===== src/rtl/alu_issue_ctrl.sv =====
// alu_issue_ctrl
//   Issue stage in front of the 4-bit ALU. Instructions are buffered in a small
//   FIFO, executed one at a time (operand read -> ALU -> writeback), and results
//   are written back into a 4x4-bit register file. Add/sub carries are kept in
//   carry_flag.
// Ports
//   clk, rst                 clock, async active-high reset
//   in_valid/in_ready        instruction handshake (in_ready = !full)
//   in_ld,in_op,in_ra,in_rb,
//   in_rd,in_imm             instruction fields
//   alu_op/alu_a/alu_b       ALU operands, zero outside EXEC
//   alu_c/alu_carry          ALU result
//   wb_valid/wb_rd/wb_data   one-cycle writeback pulse
//   carry_flag               last add/sub carry
//   busy                     work in flight or queued
//   dbg_idx/dbg_data         combinational register-file read port
module alu_issue_ctrl #(
    parameter int FIFO_DEPTH = 2
) (
    input  logic       clk,
    input  logic       rst,
    input  logic       in_valid,
    output logic       in_ready,
    input  logic       in_ld,
    input  logic [2:0] in_op,
    input  logic [1:0] in_ra,
    input  logic [1:0] in_rb,
    input  logic [1:0] in_rd,
    input  logic [3:0] in_imm,
    output logic [2:0] alu_op,
    output logic [3:0] alu_a,
    output logic [3:0] alu_b,
    input  logic [3:0] alu_c,
    input  logic       alu_carry,
    output logic       wb_valid,
    output logic [1:0] wb_rd,
    output logic [3:0] wb_data,
    output logic       carry_flag,
    output logic       busy,
    input  logic [1:0] dbg_idx,
    output logic [3:0] dbg_data
);
    localparam int AW = $clog2(FIFO_DEPTH);

    typedef struct packed {
        logic       ld;
        logic [2:0] op;
        logic [1:0] ra;
        logic [1:0] rb;
        logic [1:0] rd;
        logic [3:0] imm;
    } instr_t;

    typedef enum logic [1:0] {IDLE, EXEC, WB} state_t;

    // ---------------- instruction FIFO ----------------
    instr_t        mem [FIFO_DEPTH];
    logic [AW-1:0] wptr, rptr;
    logic [AW:0]   count;
    logic          full, empty, push, pop;
    instr_t        head, in_instr;

    state_t        state;
    instr_t        instr;
    logic [3:0]    res;
    logic          cy;
    logic [3:0][3:0] rf;

    assign full     = (count == (AW+1)'(FIFO_DEPTH));
    assign empty    = (count == '0);
    assign in_ready = !full;
    // A pop never frees space for a push in the same cycle: in_ready
    // depends only on occupancy.
    assign push     = in_valid && !full;
    // The FSM takes the next instruction whenever it is idle or finishing a
    // writeback, which is what gives one load per cycle.
    assign pop      = !empty && (state == IDLE || state == WB);
    assign head     = mem[rptr];
    assign in_instr = '{ld: in_ld, op: in_op, ra: in_ra, rb: in_rb,
                        rd: in_rd, imm: in_imm};

    always_ff @(posedge clk) begin
        if (push)
            mem[wptr] <= in_instr;
    end

    always_ff @(posedge clk or posedge rst) begin
        if (rst) begin
            wptr  <= '0;
            rptr  <= '0;
            count <= '0;
        end else begin
            if (push) wptr <= wptr + AW'(1);
            if (pop)  rptr <= rptr + AW'(1);
            case ({push, pop})
                2'b10:   count <= count + (AW+1)'(1);
                2'b01:   count <= count - (AW+1)'(1);
                default: count <= count;
            endcase
        end
    end

    // ---------------- execution FSM ----------------
    always_ff @(posedge clk or posedge rst) begin
        if (rst) begin
            state      <= IDLE;
            instr      <= '0;
            res        <= '0;
            cy         <= 1'b0;
            rf         <= '0;
            carry_flag <= 1'b0;
        end else begin
            case (state)
                IDLE, WB: begin
                    if (state == WB) begin
                        rf[instr.rd] <= res;
                        // only add (0) and sub (1) update the flag
                        if (!instr.ld && instr.op[2:1] == 2'b00)
                            carry_flag <= cy;
                    end
                    if (pop) begin
                        instr <= head;
                        // loads write the immediate; for ALU ops res is
                        // overwritten in EXEC
                        res   <= head.imm;
                        state <= head.ld ? WB : EXEC;
                    end else begin
                        state <= IDLE;
                    end
                end
                EXEC: begin
                    res   <= alu_c;
                    cy    <= alu_carry;
                    state <= WB;
                end
                default: state <= IDLE;
            endcase
        end
    end

    // Outputs are decoded from registered state. Register reads in EXEC
    // see the prior WB because the write lands at the end of the WB cycle.
    always_comb begin
        alu_op  = '0;
        alu_a   = '0;
        alu_b   = '0;
        wb_valid = 1'b0;
        wb_rd   = '0;
        wb_data = '0;
        if (state == EXEC) begin
            alu_op = instr.op;
            alu_a  = rf[instr.ra];
            alu_b  = rf[instr.rb];
        end
        if (state == WB) begin
            wb_valid = 1'b1;
            wb_rd    = instr.rd;
            wb_data  = res;
        end
    end

    assign busy     = (state != IDLE) || !empty;
    assign dbg_data = rf[dbg_idx];

endmodule


===== config.mk =====
export PLATFORM = sky130hd
export DESIGN_NAME = alu_issue_ctrl
export DESIGN_NICKNAME = d
export VERILOG_FILES = /design/src/rtl/alu_issue_ctrl.sv
export SDC_FILE = /design/constraint.sdc
export NUM_CORES = 1
export LEC_CHECK = 0
export ABC_AREA = 0
export ABC_CLOCK_PERIOD_IN_PS = 2600
export CAP_MARGIN = 20
export CORE_AREA = 3 3 81 83
export CTS_CLUSTER_SIZE = 12
export DETAILED_ROUTE_END_ITERATION = 12
export DIE_AREA = 0 0 84 86
export HOLD_SLACK_MARGIN = 0.02
export PLACE_DENSITY_LB_ADDON = 0.15
export SYNTH_ARGS = -nofsm -noshare
export SYNTH_HDL_FRONTEND = slang
export SYNTH_SLANG_ARGS = --single-unit
export TNS_END_PERCENT = 1

===== constraint.sdc =====
create_clock -name clk -period 2.6 [get_ports clk]
set_input_delay 0.26 -clock clk [delete_from_list [all_inputs] [get_ports clk]]
set_output_delay 0.26 -clock clk [all_outputs]
set_load 0.01 [all_outputs]

==> results of run 1 <==
[per-stage QoR]
stage                     util (%)  total power, W  instances  setup WS (ps)  hold WS (ps)
after floorplan                  -         0.00301        189            863           359
after global placement        59.1         0.00360        309            375           467
after detailed placement      59.1         0.00365        309            389           467
after CTS                     62.8         0.00459        325            250           344
after global routing          62.8         0.00481        325            161           389
final                         62.8         0.00453        325            285           344
[worst paths after layout]
check,start,endpoint,slack [ps],cells after the start
setup / recovery,instr[8],alu_a[1],290,3
hold / removal,rst,count[1],340,3
setup reg to reg,count[0],count[1],960,6
hold reg to reg,instr[10],instr[10],480,2
max in group asynchronous,rst,rf[6],1920,3
min in group clk,instr[10],instr[10],480,2
[registers in the layout, indices dropped and copies added, names as in the netlist]
name        flops
state           2
rptr            1
mem            28
count           2
carry_flag      1
instr          10
rf             16
wptr            1
res             4
cy              1
[Yosys cell counts (all sizes together)]
cell / instances
buf: 5
mux2i: 14
nor3: 1
edfxtp: 28
nor4: 1
or4: 1
o21bai: 2
xnor2: 4
o21ai: 9
clkbuf: 3
nor2: 9
nor2b: 1
nand3: 1
ha: 1
nand2: 10
mux2: 18
and2: 18
nor3b: 2
inv: 3
nand2b: 2
mux4: 12
and3: 1
xor2: 1
dfrtp: 38
a221o: 4
[metal layers]
layer  up-vias  global-route usage, %
li1        816                      -
met4         0                   7.46
met2        51                   25.5
met5         -                      0
met3         7                   4.32
met1       834                   21.3
[final cells by class]
| type | instances | area share (%) |
|---|---|---|
| Inverter | 3 | 0.303 |
| Timing Repair Buffer | 53 | 13.9 |
| Sequential cell | 66 | 48.2 |
| Clock buffer | 9 | 3.33 |
| Multi-Input combinational cell | 112 | 29.2 |
| Tap cell | 75 | 2.52 |
| Clock inverter | 7 | 2.52 |
[kinds of logic (layout without fill, tap and decap cells)]
logic type / count (synthesis) / after routing / synth area share [%]
AO/OA/AOI/OAI: 15 / 15 / 3.55
AND/OR/NAND/NOR: 47 / 47 / 9.74
flip-flops: 66 / 66 / 61.2
adder cells (fa/ha/maj): 1 / 1 / 0.427
multiplexers: 44 / 44 / 21.8
buffers and inverters: 11 / 72 / 1.79
XOR/XNOR: 5 / 5 / 1.50
[power by group]
| group | total, W | switching (W) | internal (W) |
|---|---|---|---|
| Sequential | 0.00188 | 0.000368 | 0.00152 |
| Combinational | 0.00173 | 0.000720 | 0.00101 |
| Clock | 0.000920 | 0.000382 | 0.000538 |
| Total | 0.00453 | 0.00147 | 0.00306 |
[tightest hold or removal path: cells and delay by family]
family | cells | cell delay, ps
buf+inv | 3 | 850
==> results.py, run 1 <==
metrics = {
    "power": {
        "power.density_nw_per_um2": 1220,
        "power.leakage_nw": 1.49,
        "peakVddDrop_v": 0.000548,
    },
    "cts": {
        "root_buffer": "clkbuf_8",
        "clock_latency_ps": 330,
        "cts_resized": 0,
        "post_cts_buffers": 0,
        "clock_path_buffers": 2,
        "ctsHoldBuffers": 0,
        "cts.sink_count": 66,
        "cts_made_buffers": 9,
        "cts_tree": "done",
        "htree_levels": 3,
        "cts.clk_slew.worst_paths_ps": 70,
    },
    "timing": {
        "rsz0062_at_grt": "no",
        "period_needed_ps": 2310,
        "fin_tns_setup_ps": 0,
        "period_share_pct": 89.0,
        "fin_worst_skew_ps": 7.58,
        "worst_pin_slew_ps": 684,
        "setup_viol": 0,
        "relSlewSlack_pct": 54.4,
        "fmax_mhz": 432,
        "hold_viol": 0,
        "drv_slew": 0,
    },
    "worst_setup_path": {
        "startpoint_type": "register",
        "cp_cell_sequence": "mux4_1, and2_1, clkdlybuf4s50_1",
        "path_class": "reg2out",
        "end_kind": "output port",
        "crit_arrival_ps": 2050,
        "cpMaxStageDelayCell": "mux4_1",
        "crit_required_ps": 2340,
        "critPathMaxFanout": 5,
        "max_stage_delay_ps": 590,
        "crit_family": "multiplexers",
        "worst-path-buf-inv": 1,
    },
    "die": {
        "die_y_um": 86,
        "dieArea_um2": 7220,
        "die_w_um": 84,
        "ios": 49,
        "coreArea_um2": 5920,
        "start_util_pct": 49.5,
        "row_count": 28,
    },
    "logic_synthesis": {
        "syn_area_um2": 2930,
        "yosys_warnings": 0,
        "synth_top_area_share_pct": 32.5,
        "avgSynthCellArea_um2": 15.5,
        "syn-num-nets": 214,
        "yosys-top-cells-area": "dfrtp_1, edfxtp_1, mux2_2",
        "ys_types": 32,
        "yosysTopAreaCell": "dfrtp_1",
        "yosysSeqAreaShare_pct": 61.2,
        "ys_ff_latch": 66,
        "syn_inst": 189,
    },
    "global_route": {
        "antenna_found_initial": 0,
        "track_usage_pct": 16.2,
        "grt_start_max_net_pins": 39,
        "overflow": 0,
        "grt_pass1_wl_um": 8720,
        "grt_pass1_vias": 1647,
    },
    "drt": {
        "dr_wl_met2_um": 2630,
        "drt-total-wl_um": 5370,
        "routedWlPerCell_um": 16.5,
        "avgViaCountPerCell": 5.26,
        "drtPass1Iterations": 4,
        "top_layer": "met4",
        "wl_met1_um": 2410,
        "vias": 1708,
        "drc": 0,
        "postRouteAntennaNets": 0,
        "first_iter_violations": 138,
        "wl_met3_um": 258,
    },
    "final_layout": {
        "syn2layout_area_growth_pct": 26.9,
        "seq_area_um2": 1790,
        "layout_common_cells": "clkdlybuf4s50_1, dfrtp_1, edfxtp_1, mux2_2, and2_1",
        "n_fill_cell": 465,
        "stdcell_area_um2": 3720,
        "n_antenna_cell": 0,
        "layout.nets": 270,
        "drive_above_1_share_pct": 20.4,
        "layout.cells.most_common": "clkdlybuf4s50_1",
        "multi_input_area_um2": 1080,
    },
    "run": {
        "max_cap_violations": 0,
    },
    "placement": {
        "portBuffers": 48,
        "placed_area_um2": 3500,
        "dp_hpwl_um": 3820,
        "place_congestion": 0.843,
    },
    "run_status": {
        "outcome": "finished, final reports clean",
    },
    "worst_hold_path": {
        "hold_path.class": "in2async",
    },
}
(Power assumes the default switching activity.)
==> inputs of run 2 (changes only) <==
--- a/config.mk
+++ b/config.mk
@@ -7,11 +7,11 @@
 export LEC_CHECK = 0
 export ABC_AREA = 0
 export ABC_CLOCK_PERIOD_IN_PS = 2600
-export CAP_MARGIN = 20
-export CORE_AREA = 3 3 81 83
+export CAP_MARGIN = 10
+export CORE_AREA = 3 3 81 102
 export CTS_CLUSTER_SIZE = 12
 export DETAILED_ROUTE_END_ITERATION = 12
-export DIE_AREA = 0 0 84 86
+export DIE_AREA = 0 0 84 105
 export HOLD_SLACK_MARGIN = 0.02
 export PLACE_DENSITY_LB_ADDON = 0.15
 export SYNTH_ARGS = -nofsm -noshare
==> results.py, run 2 (synthesized netlist as in run 1, its figures left out) <==
metrics = {
    "worst_setup_path": {
        "r2r_slack_ps": 940,
        "critPathMaxFanout": 5,
        "crit_required_ps": 2340,
        "cp_cell_sequence": "mux4_1, and2_1, clkdlybuf4s50_1",
        "cpMaxStageDelayCell": "mux4_1",
        "reg2regPathDepth": 6,
        "max_stage_delay_ps": 590,
        "path_class": "reg2out",
        "crit_arrival_ps": 2070,
        "startpoint_type": "register",
        "crit_family": "multiplexers",
        "r2r_end": "count[1]",
        "worst-path-buf-inv": 1,
        "rr_startpoint": "count[0]",
        "end_kind": "output port",
    },
    "cts": {
        "root_buffer": "clkbuf_8",
        "cts_made_buffers": 9,
        "cts.sink_count": 66,
        "htree_levels": 3,
        "clock_path_buffers": 2,
        "cts_resized": 0,
        "ctsHoldBuffers": 0,
        "cts.clk_slew.worst_paths_ps": 70,
        "cts_tree": "done",
        "post_cts_buffers": 0,
        "clock_latency_ps": 330,
    },
    "placement": {
        "post-place-ws_ps": 376,
        "portBuffers": 48,
        "dp_hpwl_um": 4150,
        "dp_cells": 327,
        "place_congestion": 0.764,
    },
    "timing": {
        "fin_ws_ps": 271,
        "period_share_pct": 89.6,
        "worst_pin_slew_ps": 689,
        "period_needed_ps": 2330,
        "hold_viol": 0,
        "fin_worst_skew_ps": 10.0,
        "fin_tns_setup_ps": 0,
        "setup_viol": 0,
        "rsz0062_at_grt": "no",
        "drv_slew": 0,
        "worst_hold_slack_ps": 337,
        "fmax_mhz": 429,
        "relSlewSlack_pct": 54.1,
    },
    "die": {
        "dieArea_um2": 8820,
        "coreArea_um2": 7400,
        "die_y_um": 105,
        "row_count": 35,
        "ios": 49,
        "start_util_pct": 39.6,
        "die_w_um": 84,
    },
    "run_status": {
        "outcome": "finished, final reports clean",
    },
    "final_layout": {
        "n_antenna_cell": 0,
        "drive_above_1_share_pct": 19.9,
        "layout.nets": 271,
        "syn2layout_area_growth_pct": 25.8,
        "layout.cells.most_common": "clkdlybuf4s50_1",
        "seq_area_um2": 1790,
        "top_register": "mem",
        "layout_common_cells": "clkdlybuf4s50_1, dfrtp_1, edfxtp_1, mux2_2, and2_1",
        "multi_input_area_um2": 1080,
        "n_fill_cell": 658,
        "largest_reg_flops": 28,
        "reg_top3": "mem x28, rf x16, instr x10",
        "fin_cells": 343,
    },
    "drt": {
        "postRouteAntennaNets": 0,
        "first_iter_violations": 66,
        "routedWlPerCell_um": 16.3,
        "drt-total-wl_um": 5580,
        "vias": 1696,
        "drtPass1Iterations": 6,
        "avgViaCountPerCell": 4.94,
        "drc": 0,
    },
    "power": {
        "peakVddDrop_v": 0.000498,
        "power.density_nw_per_um2": 1170,
        "power.leakage_nw": 1.47,
    },
    "worst_hold_path": {
        "hold_path.class": "in2async",
    },
    "global_route": {
        "grt_pass1_vias": 1757,
        "track_usage_pct": 13.6,
        "grt_start_max_net_pins": 39,
        "antenna_found_initial": 0,
        "overflow": 0,
        "grt_pass1_wl_um": 9180,
    },
    "run": {
        "max_cap_violations": 0,
    },
}
==> run 2: area by class of cell <==
type | count | share of cell area, %
flip-flops and latches | 66 | 48.6
inverters | 3 | 0.306
repair buffers | 54 | 14.3
well taps | 92 | 3.12
clock inverters | 4 | 0.543
clock buffers | 12 | 3.67
multi-input cells | 112 | 29.4
==> run 2: through the flow <==
step | total power [W] | area (µm²) | utilization [%]
final | 0.00431 | 3680 | 49.8
after global routing | 0.00463 | 3680 | 49.8
after CTS | 0.00439 | 3680 | 49.8
after detailed placement | 0.00369 | 3530 | 47.7
after global placement | 0.00365 | 3530 | 47.7
after floorplan | 0.00301 | 2930 | -
==> run 2: power by group <==
| part | switching, W | internal [W] |
|---|---|---|
| sequential | 0.000376 | 0.00152 |
| clock | 0.000353 | 0.000340 |
| combinational | 0.000711 | 0.00102 |
==> run 2: tightest hold or removal path, stage by stage <==
cell and delay, ps:
clkdlybuf4s50_1 390, inv_1 50, buf_4 400
==> run 2: worst max-delay path by stage <==
| stage | from | end | slack, ps | cells after the start |
|---|---|---|---|---|
| 4_1_cts | instr[6] | alu_b[1] | 220 | 3 |
| 6_report | instr[6] | alu_b[1] | 270 | 3 |
| 3_3_place_gp | dbg_idx[0] | dbg_data[0] | 380 | 3 |
| 3_5_place_dp | dbg_idx[0] | dbg_data[0] | 380 | 3 |
| 5_1_grt | instr[6] | alu_b[1] | 170 | 3 |
| 2_1_floorplan | count[0] | mem[0][0] | 860 | 3 |
==> run 2: metal layers <==
| metal | GRT usage, % | share of wire, % | vias to the layer above |
|---|---|---|---|
| li1 | - | - | 824 |
| met1 | 17.1 | 43 | 825 |
| met2 | 22.3 | 51 | 41 |
| met3 | 4.34 | 3.9 | 6 |
| met4 | 4.71 | 1.2 | 0 |
| met5 | 0 | 0 | - |
